**src/rtl/fb_draw_scheduler.sv**
```systemverilog
// Command queue and pixel sequencer feeding the framebuffer write port.
// Expands PLOT/HLINE/VLINE/CLEAR into one clipped pixel write per granted cycle.
module fb_draw_scheduler #(
    parameter int unsigned FB_W         = 200,
    parameter int unsigned FB_H         = 150,
    parameter int unsigned FIFO_DEPTH   = 4,
    parameter bit          STALL_ACTIVE = 1'b1
) (
    input  logic       clk,
    input  logic       rst,
    input  logic       reg_we,
    input  logic [1:0] reg_addr,
    input  logic [7:0] reg_data,
    input  logic       scan_active,
    output logic       fb_we,
    output logic [7:0] fb_x,
    output logic [7:0] fb_y,
    output logic [2:0] fb_color,
    output logic       busy,
    output logic       overflow
);

    localparam int unsigned PTR_W = (FIFO_DEPTH > 1) ? $clog2(FIFO_DEPTH) : 1;
    localparam int unsigned CNT_W = PTR_W + 1;
    localparam int unsigned CUR_W = 9;
    localparam int unsigned REM_W = $clog2(FB_W * FB_H);

    localparam logic [1:0] OP_PLOT  = 2'b00;
    localparam logic [1:0] OP_HLINE = 2'b01;
    localparam logic [1:0] OP_VLINE = 2'b10;
    localparam logic [1:0] OP_CLEAR = 2'b11;

    typedef struct packed {
        logic [1:0] op;
        logic [5:0] len;
        logic [7:0] x;
        logic [7:0] y;
        logic [2:0] color;
    } cmd_t;

    typedef enum logic {IDLE, DRAW} state_t;

    state_t             state, state_next;
    logic [7:0]         sh_x, sh_y;
    logic [2:0]         sh_color;
    cmd_t               mem [FIFO_DEPTH];
    cmd_t               head;
    logic [PTR_W-1:0]   wr_ptr, rd_ptr;
    logic [CNT_W-1:0]   count, count_next;
    logic               full, empty, push_req, push, pop;
    logic [CUR_W-1:0]   cx, cy, cx_next, cy_next;
    logic [REM_W-1:0]   rem, rem_next;
    logic [2:0]         ccol, ccol_next;
    logic [1:0]         cop, cop_next;
    logic               grant, in_range, fb_we_next;

    // Fullness is judged on the pre-pop count, so a push while full drops even if a pop happens.
    assign push_req   = reg_we && (reg_addr == 2'd3);
    assign full       = (count == CNT_W'(FIFO_DEPTH));
    assign empty      = (count == '0);
    assign push       = push_req && !full;
    assign head       = mem[rd_ptr];
    assign count_next = count + CNT_W'(push) - CNT_W'(pop);

    assign grant    = !scan_active || !STALL_ACTIVE;
    assign in_range = (cx < CUR_W'(FB_W)) && (cy < CUR_W'(FB_H));

    always_ff @(posedge clk or posedge rst) begin
        if (rst) begin
            sh_x     <= '0;
            sh_y     <= '0;
            sh_color <= '0;
        end else if (reg_we) begin
            case (reg_addr)
                2'd0:    sh_x     <= reg_data;
                2'd1:    sh_y     <= reg_data;
                2'd2:    sh_color <= reg_data[2:0];
                default: ;
            endcase
        end
    end

    always_ff @(posedge clk) begin
        if (push) begin
            mem[wr_ptr] <= '{op: reg_data[7:6], len: reg_data[5:0],
                             x: sh_x, y: sh_y, color: sh_color};
        end
    end

    always_ff @(posedge clk or posedge rst) begin
        if (rst) begin
            wr_ptr   <= '0;
            rd_ptr   <= '0;
            count    <= '0;
            overflow <= 1'b0;
        end else begin
            if (push) wr_ptr <= wr_ptr + PTR_W'(1);
            if (pop)  rd_ptr <= rd_ptr + PTR_W'(1);
            count <= count_next;
            if (push_req && full) overflow <= 1'b1;
        end
    end

    always_ff @(posedge clk or posedge rst) begin
        if (rst) state <= IDLE;
        else     state <= state_next;
    end

    always_comb begin
        state_next = state;
        cx_next    = cx;
        cy_next    = cy;
        rem_next   = rem;
        ccol_next  = ccol;
        cop_next   = cop;
        fb_we_next = 1'b0;
        pop        = 1'b0;
        case (state)
            IDLE: begin
                if (!empty) begin
                    pop        = 1'b1;
                    cop_next   = head.op;
                    ccol_next  = head.color;
                    state_next = DRAW;
                    if (head.op == OP_CLEAR) begin
                        cx_next  = '0;
                        cy_next  = '0;
                        rem_next = REM_W'(FB_W * FB_H - 1);
                    end else begin
                        cx_next  = {1'b0, head.x};
                        cy_next  = {1'b0, head.y};
                        rem_next = (head.op == OP_PLOT) ? '0 : REM_W'(head.len);
                    end
                end
            end
            DRAW: begin
                // Without a grant the cursor holds, so the stalled pixel is retried unchanged.
                if (grant) begin
                    fb_we_next = in_range;
                    if (rem == '0 || !in_range) begin
                        state_next = IDLE;
                    end else begin
                        rem_next = rem - REM_W'(1);
                        case (cop)
                            OP_HLINE: cx_next = cx + CUR_W'(1);
                            OP_VLINE: cy_next = cy + CUR_W'(1);
                            OP_CLEAR: begin
                                if (cx == CUR_W'(FB_W - 1)) begin
                                    cx_next = '0;
                                    cy_next = cy + CUR_W'(1);
                                end else begin
                                    cx_next = cx + CUR_W'(1);
                                end
                            end
                            default: ;
                        endcase
                    end
                end
            end
            default: state_next = IDLE;
        endcase
    end

    always_ff @(posedge clk or posedge rst) begin
        if (rst) begin
            cx       <= '0;
            cy       <= '0;
            rem      <= '0;
            ccol     <= '0;
            cop      <= OP_PLOT;
            fb_we    <= 1'b0;
            fb_x     <= '0;
            fb_y     <= '0;
            fb_color <= '0;
            busy     <= 1'b0;
        end else begin
            cx    <= cx_next;
            cy    <= cy_next;
            rem   <= rem_next;
            ccol  <= ccol_next;
            cop   <= cop_next;
            fb_we <= fb_we_next;
            if (fb_we_next) begin
                fb_x     <= cx[7:0];
                fb_y     <= cy[7:0];
                fb_color <= ccol;
            end
            busy <= (count_next != '0) || (state_next != IDLE);
        end
    end

endmodule

```
**config.mk**
```make
export PLATFORM = sky130hd
export DESIGN_NAME = fb_draw_scheduler
export DESIGN_NICKNAME = d
export VERILOG_FILES = /design/src/rtl/fb_draw_scheduler.sv
export SDC_FILE = /design/constraint.sdc
export NUM_CORES = 1
export LEC_CHECK = 0
export ABC_AREA = 0
export CAP_MARGIN = 10
export CORE_MARGIN = 2
export CORE_UTILIZATION = 65
export DETAILED_ROUTE_END_ITERATION = 6
export PLACE_DENSITY = 0.86
export SLEW_MARGIN = 20
export SYNTH_ARGS = -nofsm -noshare
export SYNTH_HDL_FRONTEND = slang
export SYNTH_SLANG_ARGS = --single-unit
export TNS_END_PERCENT = 1
```
**constraint.sdc**
```tcl
create_clock -name clk -period 7.11 [get_ports clk]
set_clock_uncertainty 0.1 [all_clocks]
set_input_delay 2.133 -clock clk [delete_from_list [all_inputs] [get_ports clk]]
set_output_delay 2.133 -clock clk [all_outputs]
set_load 0.02 [all_outputs]
```
==> results of run 1 <==
-- per-stage QoR --
stage / setup slack (ps) / power, W
finish: 2430 / 0.00404
global route: 2300 / 0.00427
CTS: 2470 / 0.00405
detailed placement: 2010 / 0.00310
global placement: 2110 / 0.00303
floorplan: 2630 / 0.00271
-- registers in the layout (all words and copies together) (netlist names), 8 cells and up --
| signal | count |
|---|---|
| sh_y | 8 |
| sh_x | 8 |
| fb_x | 8 |
| mem | 108 |
| cy | 9 |
| fb_y | 8 |
| rem | 15 |
| cx | 9 |
-- worst paths after layout --
path                        endpoint  slack, ps  depth (start not counted)
min                          fb_x[4]        380                          2
min in group asynchronous    fb_x[4]       1960                          2
min reg2reg                  fb_x[4]        380                          2
max in group asynchronous  rd_ptr[0]       3770                          3
max                             busy       2430                         11
max reg2reg                     busy       3790                         10
-- worst min-delay path: stages (launching register included) --
cell                      delay, ps
sky130_fd_sc_hd__dfrtp_1        340
sky130_fd_sc_hd__nand2_1         50
sky130_fd_sc_hd__o21ai_0         60
-- cell families (layout without fill, tap and decap cells) --
group,after synthesis,in the layout,synth area share (%)
flops,195,195,66.1
simple gates,117,117,7.65
xor+xnor,6,6,0.641
mux,67,67,12.9
buf+inv,44,97,2.32
compound gates,107,107,8.73
fa+ha+maj,10,10,1.62
-- cell type report --
class / count / area, um2 / share of cell area (%)
repair buffers: 44 / 418 / 4.49
inverters: 21 / 80.1 / 0.860
well taps: 172 / 215 / 2.31
clock inverters: 15 / 163 / 1.75
multi-input cells: 307 / 2580 / 27.8
flip-flops and latches: 195 / 5420 / 58.2
clock buffers: 17 / 425 / 4.57
-- per-layer routing --
layer,vias up,global-route usage [%]
li1,2190,-
met1,2524,35.8
met2,199,41.9
met3,24,5.92
met4,0,8.57
met5,-,0
-- cells in the mapped netlist, types with 3 or more instances --
cell type,n
sky130_fd_sc_hd__a21oi_1,30
sky130_fd_sc_hd__a311o_1,3
sky130_fd_sc_hd__a31oi_1,4
sky130_fd_sc_hd__a41oi_1,3
sky130_fd_sc_hd__and2_1,6
sky130_fd_sc_hd__and3_1,7
sky130_fd_sc_hd__buf_2,10
sky130_fd_sc_hd__clkbuf_1,9
sky130_fd_sc_hd__dfrtp_1,87
sky130_fd_sc_hd__edfxtp_1,108
sky130_fd_sc_hd__ha_1,9
sky130_fd_sc_hd__inv_1,20
sky130_fd_sc_hd__mux2_2,39
sky130_fd_sc_hd__mux4_2,27
sky130_fd_sc_hd__nand2_1,28
sky130_fd_sc_hd__nand3_1,8
sky130_fd_sc_hd__nand3b_1,3
sky130_fd_sc_hd__nand4_1,4
sky130_fd_sc_hd__nor2_1,27
sky130_fd_sc_hd__nor2b_1,5
sky130_fd_sc_hd__nor3_1,7
sky130_fd_sc_hd__nor4_1,3
sky130_fd_sc_hd__o21ai_0,26
sky130_fd_sc_hd__o22a_1,6
sky130_fd_sc_hd__o31ai_1,3
sky130_fd_sc_hd__or4_1,6
sky130_fd_sc_hd__xnor2_1,5
-- power breakdown --
part           switching, W  internal [W]  total (W)
combinational      0.000814      0.000645    0.00146
clock              0.000453      0.000472   0.000925
sequential         0.000201       0.00146    0.00166
==> metrics.txt, run 1 <==
# TYPE chip_impl_metric gauge
chip_impl_metric{name="dp_cells",unit=""} 739
chip_impl_metric{name="cts-htree-levels",unit=""} 4
chip_impl_metric{name="detailroute.via_count",unit=""} 4937
chip_impl_info{name="synth.largest_area_cell",value="sky130_fd_sc_hd__edfxtp_1"} 1
chip_impl_metric{name="timing.slew.headroom",unit="%"} 31.8
chip_impl_metric{name="groute.usage.overall",unit="%"} 26.0
chip_impl_metric{name="floorplan.rows",unit=""} 41
chip_impl_metric{name="shortest_period_the_worst_path_allows",unit="ps"} 4680
chip_impl_metric{name="grt.overflow.total",unit=""} 0
chip_impl_info{name="ys_top_cells_by_area",value="sky130_fd_sc_hd__edfxtp_1 40%, sky130_fd_sc_hd__dfrtp_1 27%, sky130_fd_sc_hd__mux4_2 7.4%"} 1
chip_impl_metric{name="synth.avg_cell_area",unit="um2"} 15.0
chip_impl_metric{name="routedWlPerCell",unit="um"} 21.1
chip_impl_metric{name="synth_enable_flop_cells",unit=""} 108
chip_impl_metric{name="die-width",unit="um"} 116
chip_impl_metric{name="sequential_area_share_after_synthesis",unit="%"} 66.1
chip_impl_metric{name="clock_latency",unit="ps"} 430
chip_impl_info{name="synthFlopType",value="sky130_fd_sc_hd__edfxtp_1"} 1
chip_impl_metric{name="timing.critical_path.buf_inv",unit=""} 5
chip_impl_info{name="critical_path.most_common_cell",value="sky130_fd_sc_hd__inv_1"} 1
chip_impl_info{name="layout_common_cells",value="108 x sky130_fd_sc_hd__edfxtp_1, 86 x sky130_fd_sc_hd__dfrtp_1, 39 x sky130_fd_sc_hd__mux2_2, 35 x sky130_fd_sc_hd__clkdlybuf4s50_1, 30 x sky130_fd_sc_hd__a21oi_1"} 1
chip_impl_metric{name="placement.io_buffers",unit=""} 35
chip_impl_info{name="timing.critical_path.from",value="reg_addr[1]"} 1
chip_impl_info{name="crit_path_end_kind",value="flop"} 1
chip_impl_metric{name="gp_congestion",unit=""} 0.900
chip_impl_info{name="run_status",value="complete, no violations"} 1
chip_impl_metric{name="dr.pass1.iters",unit=""} 7
chip_impl_info{name="cts_tree",value="yes"} 1
chip_impl_info{name="clock_tree.root_cell",value="sky130_fd_sc_hd__clkbuf_16"} 1
chip_impl_metric{name="timing.critical_path.fanout_max",unit=""} 8
chip_impl_metric{name="timing_hold_violations_final",unit=""} 0
chip_impl_metric{name="final.fill_count",unit=""} 761
chip_impl_info{name="rsz0062_at_grt",value="false"} 1
chip_impl_metric{name="clkTransAtPathRegs",unit="ps"} 70
chip_impl_info{name="path_cells",value="clkdlybuf4s50_1 -> nand3_1 -> a21oi_1 -> inv_1 -> ha_1 -> inv_1 -> ha_1 -> inv_1 -> fa_1 -> inv_1 -> or4_1"} 1
chip_impl_metric{name="cts.repair.resized",unit=""} 0
chip_impl_metric{name="wirelength",unit="um"} 16300
chip_impl_info{name="hold_path.startpoint",value="fb_x[4]"} 1
chip_impl_metric{name="area_growth",unit="%"} 13.6
chip_impl_metric{name="num-nets-final",unit=""} 610
chip_impl_metric{name="number_of_global_route_vias_before_repair",unit=""} 4796
chip_impl_metric{name="postSynthCellCount",unit=""} 546
chip_impl_metric{name="first_pass_grt_wire_length",unit="um"} 25700
chip_impl_metric{name="wl_met1",unit="um"} 6880
chip_impl_metric{name="post_synth_instance_area",unit="um2"} 8200
chip_impl_metric{name="final_core_util",unit="%"} 74.7
chip_impl_info{name="timing.critical_path.max_delay_family",value="adder cells"} 1
chip_impl_metric{name="required_time_of_the_critical_path",unit="ps"} 7320
chip_impl_metric{name="post_route_cells_drive_above_1_share",unit="%"} 19.7
chip_impl_metric{name="post_drt_via_cell_ratio",unit=""} 6.40
chip_impl_metric{name="p_per_area",unit="nW/um2"} 434
chip_impl_info{name="worstHoldPathType",value="reg2reg"} 1
chip_impl_metric{name="dp_hpwl",unit="um"} 10000
chip_impl_metric{name="num_io_pins",unit=""} 36
chip_impl_metric{name="finalSetupTns",unit="ps"} 0
chip_impl_metric{name="critical_path_arrival",unit="ps"} 4880
chip_impl_metric{name="critPathMaxStageDelay",unit="ps"} 530
chip_impl_metric{name="cts_post_setup_buffers_inserted",unit=""} 0
chip_impl_metric{name="diodes",unit=""} 0
chip_impl_metric{name="worst_ir_drop_vdd",unit="V"} 0.000236
chip_impl_metric{name="ys_types",unit=""} 69
chip_impl_info{name="maxUsedRoutingLayer",value="met4"} 1
chip_impl_info{name="timing_worst_setup_path_type",value="in2reg"} 1
chip_impl_metric{name="die_h",unit="um"} 116
chip_impl_metric{name="syn-num-nets",unit=""} 570
chip_impl_metric{name="setup_viol_count_final",unit=""} 0
chip_impl_metric{name="number_of_violations_of_the_max_capacitance_limit",unit=""} 0
chip_impl_metric{name="max_freq",unit="GHz"} 0.214
chip_impl_info{name="most_frequent_standard_cell_in_the_layout_excluding_fill_and_tap_cells",value="sky130_fd_sc_hd__edfxtp_1"} 1
chip_impl_metric{name="worst_slew_pin_slew",unit="ps"} 1020
chip_impl_metric{name="wl_met2",unit="um"} 8300
chip_impl_info{name="crit-reg2reg-launch",value="count[2]"} 1
chip_impl_metric{name="synthArstFlopShare",unit="%"} 44.6
chip_impl_metric{name="floorplan.initialDensity",unit="%"} 65.7
chip_impl_metric{name="die_area",unit="um2"} 13500
chip_impl_info{name="setup.worst_path.start_class",value="primary input"} 1
chip_impl_metric{name="fin_cells",unit=""} 771
chip_impl_metric{name="core-area",unit="um2"} 12500
chip_impl_metric{name="timing.final.max_slew_violations",unit=""} 0
chip_impl_metric{name="synth-seq-cells",unit=""} 195
chip_impl_metric{name="hold_ws",unit="ps"} 380
chip_impl_metric{name="yosys_warnings",unit=""} 0
chip_impl_metric{name="drt.antenna.violating_nets",unit=""} 0
chip_impl_metric{name="detail_route.iter0.violations",unit=""} 468
chip_impl_metric{name="yosys_top_cell_area_share",unit="%"} 39.6
chip_impl_info{name="critical_path.slowest_cell",value="sky130_fd_sc_hd__clkdlybuf4s50_1"} 1
chip_impl_metric{name="clockBufferDepth",unit=""} 2
chip_impl_metric{name="detailroute.wirelength.met3",unit="um"} 854
chip_impl_metric{name="placed_cell_area",unit="um2"} 8720
chip_impl_metric{name="detail_route.drc_violations",unit=""} 0
chip_impl_metric{name="final_area",unit="um2"} 9310
chip_impl_metric{name="largest_net_degree_at_the_start_of_global_routing",unit=""} 57
chip_impl_metric{name="antenna_violations_before_repair",unit=""} 0
chip_impl_metric{name="cts_hold_buf",unit=""} 0
chip_impl_metric{name="fraction_of_the_cycle_the_final_worst_path_needs",unit="%"} 65.8
chip_impl_metric{name="total_leakage_power",unit="nW"} 3.39
chip_impl_metric{name="tritoncts.num_buffers",unit=""} 17
chip_impl_metric{name="clkSinkCount",unit=""} 195
Power figures use the tool's default switching activity.
==> run 2, diff against run 1 <==
Settings changed: CORE_UTILIZATION 65 to 54, PLACE_DENSITY 0.86 to 0.76.
Clock period 7.11 ns to 4 ns, I/O delays scaled along.
==> run 2 against run 1 <==
Utilization shrank 12 points. Cell count up 2.7%. Wire length fell by 3.5%. Global-route usage is 4.7 points lower. Cell area grew 0.42%. Largest cell class unchanged. Via count fell by 1.6%. Critical path type unchanged. First-iteration DRC count up 28%. Worst setup slack worse by 2000 ps. Critical endpoint unchanged.
==> metrics.txt, run 2 (synthesized netlist as in run 1, its figures left out) <==
# TYPE chip_impl_metric gauge
chip_impl_metric{name="shortest_period_the_worst_path_allows",unit="ps"} 3570
chip_impl_metric{name="clkTransAtPathRegs",unit="ps"} 60
chip_impl_metric{name="cts-htree-levels",unit=""} 4
chip_impl_metric{name="placed_cell_area",unit="um2"} 8790
chip_impl_info{name="critical_path.most_common_cell",value="sky130_fd_sc_hd__inv_1"} 1
chip_impl_info{name="layout_common_cells",value="108 x sky130_fd_sc_hd__edfxtp_1, 86 x sky130_fd_sc_hd__dfrtp_1, 39 x sky130_fd_sc_hd__mux2_2, 35 x sky130_fd_sc_hd__clkdlybuf4s50_1, 30 x sky130_fd_sc_hd__a21oi_1"} 1
chip_impl_info{name="timing.critical_path.from",value="reg_addr[1]"} 1
chip_impl_metric{name="first_pass_grt_wire_length",unit="um"} 26000
chip_impl_info{name="setup.worst_path.start_class",value="primary input"} 1
chip_impl_metric{name="final_area",unit="um2"} 9350
chip_impl_metric{name="timing.final.max_slew_violations",unit=""} 0
chip_impl_metric{name="final.setup.worst_slack",unit="ps"} 432
chip_impl_metric{name="groute.usage.overall",unit="%"} 21.3
chip_impl_info{name="run_status",value="complete, no violations"} 1
chip_impl_metric{name="timing_hold_violations_final",unit=""} 0
chip_impl_metric{name="clockBufferDepth",unit=""} 2
chip_impl_metric{name="largest_net_degree_at_the_start_of_global_routing",unit=""} 55
chip_impl_metric{name="detail_route.iter0.violations",unit=""} 598
chip_impl_metric{name="gp_congestion",unit=""} 0.810
chip_impl_metric{name="number_of_violations_of_the_max_capacitance_limit",unit=""} 0
chip_impl_metric{name="detailroute.via_count",unit=""} 4858
chip_impl_metric{name="post_route_cells_drive_above_1_share",unit="%"} 19.5
chip_impl_metric{name="worst_slew_pin_slew",unit="ps"} 855
chip_impl_metric{name="cts_hold_buf",unit=""} 0
chip_impl_metric{name="dr.pass1.iters",unit=""} 5
chip_impl_metric{name="core-area",unit="um2"} 15000
chip_impl_info{name="crit_path_end_kind",value="flop"} 1
chip_impl_metric{name="wirelength",unit="um"} 15700
chip_impl_metric{name="placement.io_buffers",unit=""} 35
chip_impl_info{name="largest_register",value="mem"} 1
chip_impl_metric{name="number_of_global_route_vias_before_repair",unit=""} 4870
chip_impl_info{name="crit-reg2reg-launch",value="count[2]"} 1
chip_impl_metric{name="required_time_of_the_critical_path",unit="ps"} 4200
chip_impl_metric{name="die-width",unit="um"} 127
chip_impl_metric{name="diodes",unit=""} 0
chip_impl_info{name="clock_tree.root_cell",value="sky130_fd_sc_hd__clkbuf_16"} 1
chip_impl_metric{name="timing.slew.headroom",unit="%"} 42.3
chip_impl_metric{name="cts_post_setup_buffers_inserted",unit=""} 0
chip_impl_metric{name="num_io_pins",unit=""} 36
chip_impl_info{name="worstHoldPathType",value="reg2reg"} 1
chip_impl_metric{name="total_leakage_power",unit="nW"} 3.40
chip_impl_info{name="timing_worst_setup_path_type",value="in2reg"} 1
chip_impl_metric{name="tritoncts.num_buffers",unit=""} 17
chip_impl_metric{name="dp_hpwl",unit="um"} 10100
chip_impl_metric{name="area_growth",unit="%"} 14.0
chip_impl_info{name="hold_path.startpoint",value="fb_y[7]"} 1
chip_impl_metric{name="floorplan.rows",unit=""} 45
chip_impl_metric{name="drt.antenna.violating_nets",unit=""} 0
chip_impl_metric{name="fraction_of_the_cycle_the_final_worst_path_needs",unit="%"} 89.2
chip_impl_metric{name="max_freq",unit="GHz"} 0.280
chip_impl_metric{name="critPathMaxStageDelay",unit="ps"} 550
chip_impl_metric{name="detail_route.drc_violations",unit=""} 0
chip_impl_metric{name="die_area",unit="um2"} 16200
chip_impl_metric{name="die_h",unit="um"} 127
chip_impl_info{name="cts_tree",value="yes"} 1
chip_impl_info{name="most_frequent_standard_cell_in_the_layout_excluding_fill_and_tap_cells",value="sky130_fd_sc_hd__edfxtp_1"} 1
chip_impl_metric{name="p_per_area",unit="nW/um2"} 762
chip_impl_metric{name="worst_ir_drop_vdd",unit="V"} 0.000493
chip_impl_metric{name="clkSinkCount",unit=""} 195
chip_impl_metric{name="place_ws",unit="ps"} 64.8
chip_impl_metric{name="flip_flop_count_of_the_largest_register_after_layout",unit=""} 108
chip_impl_info{name="path_cells",value="clkdlybuf4s50_1 -> nand3_1 -> a21oi_1 -> inv_1 -> ha_1 -> inv_1 -> ha_1 -> inv_1 -> fa_1 -> inv_1 -> or4_1"} 1
chip_impl_metric{name="antenna_violations_before_repair",unit=""} 0
chip_impl_metric{name="cts.repair.resized",unit=""} 0
chip_impl_metric{name="routedWlPerCell",unit="um"} 19.8
chip_impl_metric{name="finalSetupTns",unit="ps"} 0
chip_impl_metric{name="floorplan.initialDensity",unit="%"} 54.5
chip_impl_metric{name="setup_viol_count_final",unit=""} 0
chip_impl_metric{name="final.fill_count",unit=""} 1074
chip_impl_metric{name="clock_latency",unit="ps"} 430
chip_impl_metric{name="critical_path_arrival",unit="ps"} 3760
chip_impl_metric{name="timing.critical_path.fanout_max",unit=""} 4
chip_impl_info{name="biggestRegsByFlops",value="mem: 108 flops, rem: 15 flops"} 1
chip_impl_info{name="rsz0062_at_grt",value="false"} 1
chip_impl_metric{name="num-nets-final",unit=""} 615
chip_impl_metric{name="post_drt_via_cell_ratio",unit=""} 6.13
chip_impl_info{name="critical_path.slowest_cell",value="sky130_fd_sc_hd__clkdlybuf4s50_1"} 1
chip_impl_metric{name="grt.overflow.total",unit=""} 0
-- run 2: cell types whose count changed in the layout (fill, tap and decap cells not counted) --
cell / change
sky130_fd_sc_hd__clkbuf_1: +5
sky130_fd_sc_hd__buf_4: +4
sky130_fd_sc_hd__inv_8: -4
sky130_fd_sc_hd__clkinv_8: -3
sky130_fd_sc_hd__clkinv_4: +2
sky130_fd_sc_hd__inv_6: -2
sky130_fd_sc_hd__buf_12: +1
sky130_fd_sc_hd__bufinv_16: +1
sky130_fd_sc_hd__clkbuf_8: +1
-- run 2: metal layers --
layer	track usage, %	wire (um)	up-vias
met5	0	0	-
met4	6.40	187	0
met3	5.65	827	21
met2	34.2	7840	150
met1	29.2	6840	2485
li1	-	-	2202
-- run 2: cell type report --
cell class / instances / area (um2) / share of cell area (%)
clock inverters: 9 / 98.8 / 1.06
well taps: 188 / 235 / 2.52
flip-flops and latches: 195 / 5420 / 58.0
repair buffers: 49 / 468 / 5.01
clock buffers: 23 / 458 / 4.90
multi-input cells: 307 / 2580 / 27.7
inverters: 21 / 80.1 / 0.857
-- run 2: where the power goes --
| group | total, W | internal (W) | switching, W |
|---|---|---|---|
| clock network | 0.00159 | 0.000883 | 0.000703 |
| registers | 0.00298 | 0.00259 | 0.000395 |
| logic | 0.00255 | 0.00117 | 0.00138 |
| total | 0.00712 | 0.00464 | 0.00248 |
-- run 2: final timing paths --
kind | slack (ps) | end | cells after the start
min in group asynchronous | 1060 | fb_x[2] | 2
worst max-delay path | 430 | busy | 11
max in group asynchronous | 2030 | rd_ptr[0] | 3
worst min-delay path | 390 | fb_y[7] | 2
worst max register to register | 1080 | busy | 11
worst min register to register | 390 | fb_y[7] | 2
-- run 2: stage by stage --
stage	hold slack (ps)	power (W)	cells	utilization [%]
5_1_grt	428	0.00758	792	62.2
2_1_floorplan	365	0.00481	546	-
3_5_place_dp	369	0.00557	760	58.5
4_1_cts	405	0.00717	792	62.2
3_3_place_gp	363	0.00544	760	58.5
6_report	394	0.00712	792	62.2
-- run 2: worst max-delay path, delay by kind of cell --
family / cells / cell delay (ps)
fa+ha+maj: 3 / 900
buf+inv: 5 / 790
compound gates: 1 / 200
simple gates: 2 / 680
==> run 3, diff against run 2 <==
Settings changed: ABC_AREA 0 to not set, CORE_UTILIZATION 54 to 65, PLACE_DENSITY 0.76 to 0.86.
Clock period 4 ns to 4.25 ns, I/O delays scaled along.
==> run 3 against run 2 <==
Cell area hardly changed. First-iteration DRC count down 25%. Power decreased by 4.5%. Critical path depth is the same. Via count is 0.47% higher. Global-route usage up 5.0 points. Wire length rose by 6.1%. Worst setup slack gained 170 ps. Utilization is 13 points higher. Cell count down 2.4%. Largest power group unchanged.
==> metrics.txt, run 3 (synthesized netlist as in run 1, its figures left out) <==
# TYPE chip_impl_metric gauge
chip_impl_metric{name="placement.io_buffers",unit=""} 35
chip_impl_metric{name="floorplan.initialDensity",unit="%"} 65.7
chip_impl_metric{name="timing.slew.headroom",unit="%"} 32.0
chip_impl_metric{name="cts-htree-levels",unit=""} 4
chip_impl_metric{name="final_core_util",unit="%"} 75.0
chip_impl_info{name="run_status",value="complete, no violations"} 1
chip_impl_metric{name="timing.final.max_slew_violations",unit=""} 0
chip_impl_info{name="clock_tree.root_cell",value="sky130_fd_sc_hd__clkbuf_16"} 1
chip_impl_metric{name="detail_route.drc_violations",unit=""} 0
chip_impl_metric{name="clkSinkCount",unit=""} 195
chip_impl_metric{name="final.fill_count",unit=""} 724
chip_impl_metric{name="die-width",unit="um"} 116
chip_impl_metric{name="detailroute.via_count",unit=""} 4881
chip_impl_metric{name="shortest_period_the_worst_path_allows",unit="ps"} 3650
chip_impl_metric{name="cts.repair.resized",unit=""} 0
chip_impl_metric{name="cts_post_setup_buffers_inserted",unit=""} 0
chip_impl_metric{name="max_freq",unit="GHz"} 0.274
chip_impl_info{name="worstHoldPathType",value="reg2reg"} 1
chip_impl_info{name="hold_path.startpoint",value="fb_x[4]"} 1
chip_impl_info{name="layout_common_cells",value="108 x sky130_fd_sc_hd__edfxtp_1, 86 x sky130_fd_sc_hd__dfrtp_1, 39 x sky130_fd_sc_hd__mux2_2, 35 x sky130_fd_sc_hd__clkdlybuf4s50_1, 30 x sky130_fd_sc_hd__a21oi_1"} 1
chip_impl_metric{name="post_route_cells_drive_above_1_share",unit="%"} 20.0
chip_impl_metric{name="groute.layer.met3.usage",unit="%"} 5.24
chip_impl_metric{name="hold_ws",unit="ps"} 388
chip_impl_metric{name="largest_net_degree_at_the_start_of_global_routing",unit=""} 52
chip_impl_metric{name="grt.overflow.total",unit=""} 0
chip_impl_metric{name="required_time_of_the_critical_path",unit="ps"} 4450
chip_impl_info{name="most_frequent_standard_cell_in_the_layout_excluding_fill_and_tap_cells",value="sky130_fd_sc_hd__edfxtp_1"} 1
chip_impl_metric{name="tritoncts.num_buffers",unit=""} 17
chip_impl_metric{name="min_delay_path_depth",unit=""} 2
chip_impl_info{name="timing.hold.worst_endpoint",value="fb_x[4]"} 1
chip_impl_info{name="critical_path.reg2reg.endpoint",value="busy"} 1
chip_impl_metric{name="worst_ir_drop_vdd",unit="V"} 0.000397
chip_impl_metric{name="diodes",unit=""} 0
chip_impl_metric{name="p_per_area",unit="nW/um2"} 728
chip_impl_metric{name="fin_cells",unit=""} 773
chip_impl_metric{name="total_leakage_power",unit="nW"} 3.42
chip_impl_metric{name="clockBufferDepth",unit=""} 2
chip_impl_metric{name="die_area",unit="um2"} 13500
chip_impl_metric{name="timing_hold_violations_final",unit=""} 0
chip_impl_metric{name="flip_flop_count_of_the_largest_register_after_layout",unit=""} 108
chip_impl_metric{name="setup_viol_count_final",unit=""} 0
chip_impl_metric{name="dp_hpwl",unit="um"} 10300
chip_impl_info{name="timing_worst_setup_path_type",value="in2reg"} 1
chip_impl_info{name="rsz0062_at_grt",value="false"} 1
chip_impl_metric{name="reg2reg_setup_slack",unit="ps"} 930
chip_impl_info{name="busiest_layer",value="met2"} 1
chip_impl_metric{name="area_growth",unit="%"} 14.1
chip_impl_metric{name="gp_congestion",unit=""} 0.869
chip_impl_metric{name="gr-usage-met1",unit="%"} 36.7
chip_impl_metric{name="met2_usage",unit="%"} 43.2
chip_impl_metric{name="first_pass_grt_wire_length",unit="um"} 26400
chip_impl_metric{name="final.setup.worst_slack",unit="ps"} 604
chip_impl_metric{name="drt.antenna.violating_nets",unit=""} 0
chip_impl_metric{name="routedWlPerCell",unit="um"} 21.6
chip_impl_metric{name="critical_path_arrival",unit="ps"} 3850
chip_impl_metric{name="groute.usage.overall",unit="%"} 26.3
chip_impl_metric{name="floorplan.rows",unit=""} 41
chip_impl_metric{name="die_h",unit="um"} 116
chip_impl_metric{name="reg2regPathDepth",unit=""} 10
chip_impl_info{name="crit-reg2reg-launch",value="state"} 1
chip_impl_metric{name="place_ws",unit="ps"} 230
chip_impl_metric{name="dr.pass1.iters",unit=""} 5
chip_impl_info{name="cts_tree",value="yes"} 1
chip_impl_metric{name="cts_hold_buf",unit=""} 0
chip_impl_metric{name="post_drt_via_cell_ratio",unit=""} 6.31
chip_impl_info{name="biggestRegsByFlops",value="mem: 108 flops, rem: 15 flops"} 1
chip_impl_metric{name="worst_slew_pin_slew",unit="ps"} 1010
chip_impl_metric{name="timing.critical_path.fanout_max",unit=""} 4
chip_impl_metric{name="fraction_of_the_cycle_the_final_worst_path_needs",unit="%"} 85.8
chip_impl_metric{name="clkTransAtPathRegs",unit="ps"} 80
chip_impl_metric{name="num_io_pins",unit=""} 36
chip_impl_metric{name="num-nets-final",unit=""} 612
chip_impl_info{name="crit_path_end_kind",value="flop"} 1
chip_impl_metric{name="core-area",unit="um2"} 12500
chip_impl_metric{name="finalSetupTns",unit="ps"} 0
chip_impl_info{name="largest_register",value="mem"} 1
chip_impl_metric{name="number_of_violations_of_the_max_capacitance_limit",unit=""} 0
chip_impl_metric{name="antenna_violations_before_repair",unit=""} 0
chip_impl_metric{name="detail_route.iter0.violations",unit=""} 448
chip_impl_metric{name="clock_latency",unit="ps"} 430
chip_impl_metric{name="number_of_global_route_vias_before_repair",unit=""} 4771
chip_impl_metric{name="wirelength",unit="um"} 16700
chip_impl_metric{name="dp_cells",unit=""} 741
chip_impl_info{name="setup.worst_path.start_class",value="primary input"} 1
[run 3: worst max path at each step]
stage	from	endpoint	slack, ps	depth (start not counted)
after floorplan	rst	busy	620	1
after global placement	reg_addr[1]	busy	350	11
after detailed placement	reg_addr[1]	busy	230	11
after CTS	reg_addr[0]	busy	600	11
after global routing	reg_addr[0]	busy	500	11
final	reg_addr[0]	busy	600	11
[run 3: power breakdown]
part / internal, W / leakage (nW) / switching (W)
logic: 0.00108 / 1.13 / 0.00135
registers: 0.00243 / 2.00 / 0.000351
clock network: 0.000837 / 0.290 / 0.000745
[run 3: routing by layer]
metal / part of all wire [%] / vias to the layer above / wire length, um
met5: 0 / - / 0
met4: 1.5 / 0 / 243
met3: 5.4 / 23 / 894
met2: 52 / 181 / 8590
met1: 42 / 2487 / 6930
li1: - / 2190 / -
[run 3: layout make-up]
| type | count | area (um2) | share of cell area, % |
|---|---|---|---|
| tap | 172 | 215 | 2.30 |
| sequential | 195 | 5420 | 58.0 |
| multi-input combinational | 307 | 2580 | 27.6 |
| timing repair buffer | 46 | 458 | 4.90 |
| clock inverter | 15 | 165 | 1.77 |
| clock buffer | 17 | 425 | 4.55 |
| inverter | 21 | 80.1 | 0.856 |
[run 3: stage by stage]
| step | total power, W | area, um2 |
|---|---|---|
| 4_1_cts | 0.00681 | 9350 |
| 3_3_place_gp | 0.00509 | 8760 |
| 3_5_place_dp | 0.00520 | 8760 |
| 5_1_grt | 0.00718 | 9350 |
| 6_report | 0.00680 | 9350 |
| 2_1_floorplan | 0.00453 | 8200 |
[run 3: critical path, stage by stage]
cell and delay (ps):
sky130_fd_sc_hd__clkdlybuf4s50_1 550, sky130_fd_sc_hd__nand3_1 150, sky130_fd_sc_hd__a21oi_1 190, sky130_fd_sc_hd__inv_1 70
sky130_fd_sc_hd__ha_1 290, sky130_fd_sc_hd__inv_1 60, sky130_fd_sc_hd__ha_1 140, sky130_fd_sc_hd__inv_1 50
sky130_fd_sc_hd__fa_1 480, sky130_fd_sc_hd__inv_1 50, sky130_fd_sc_hd__or4_1 520
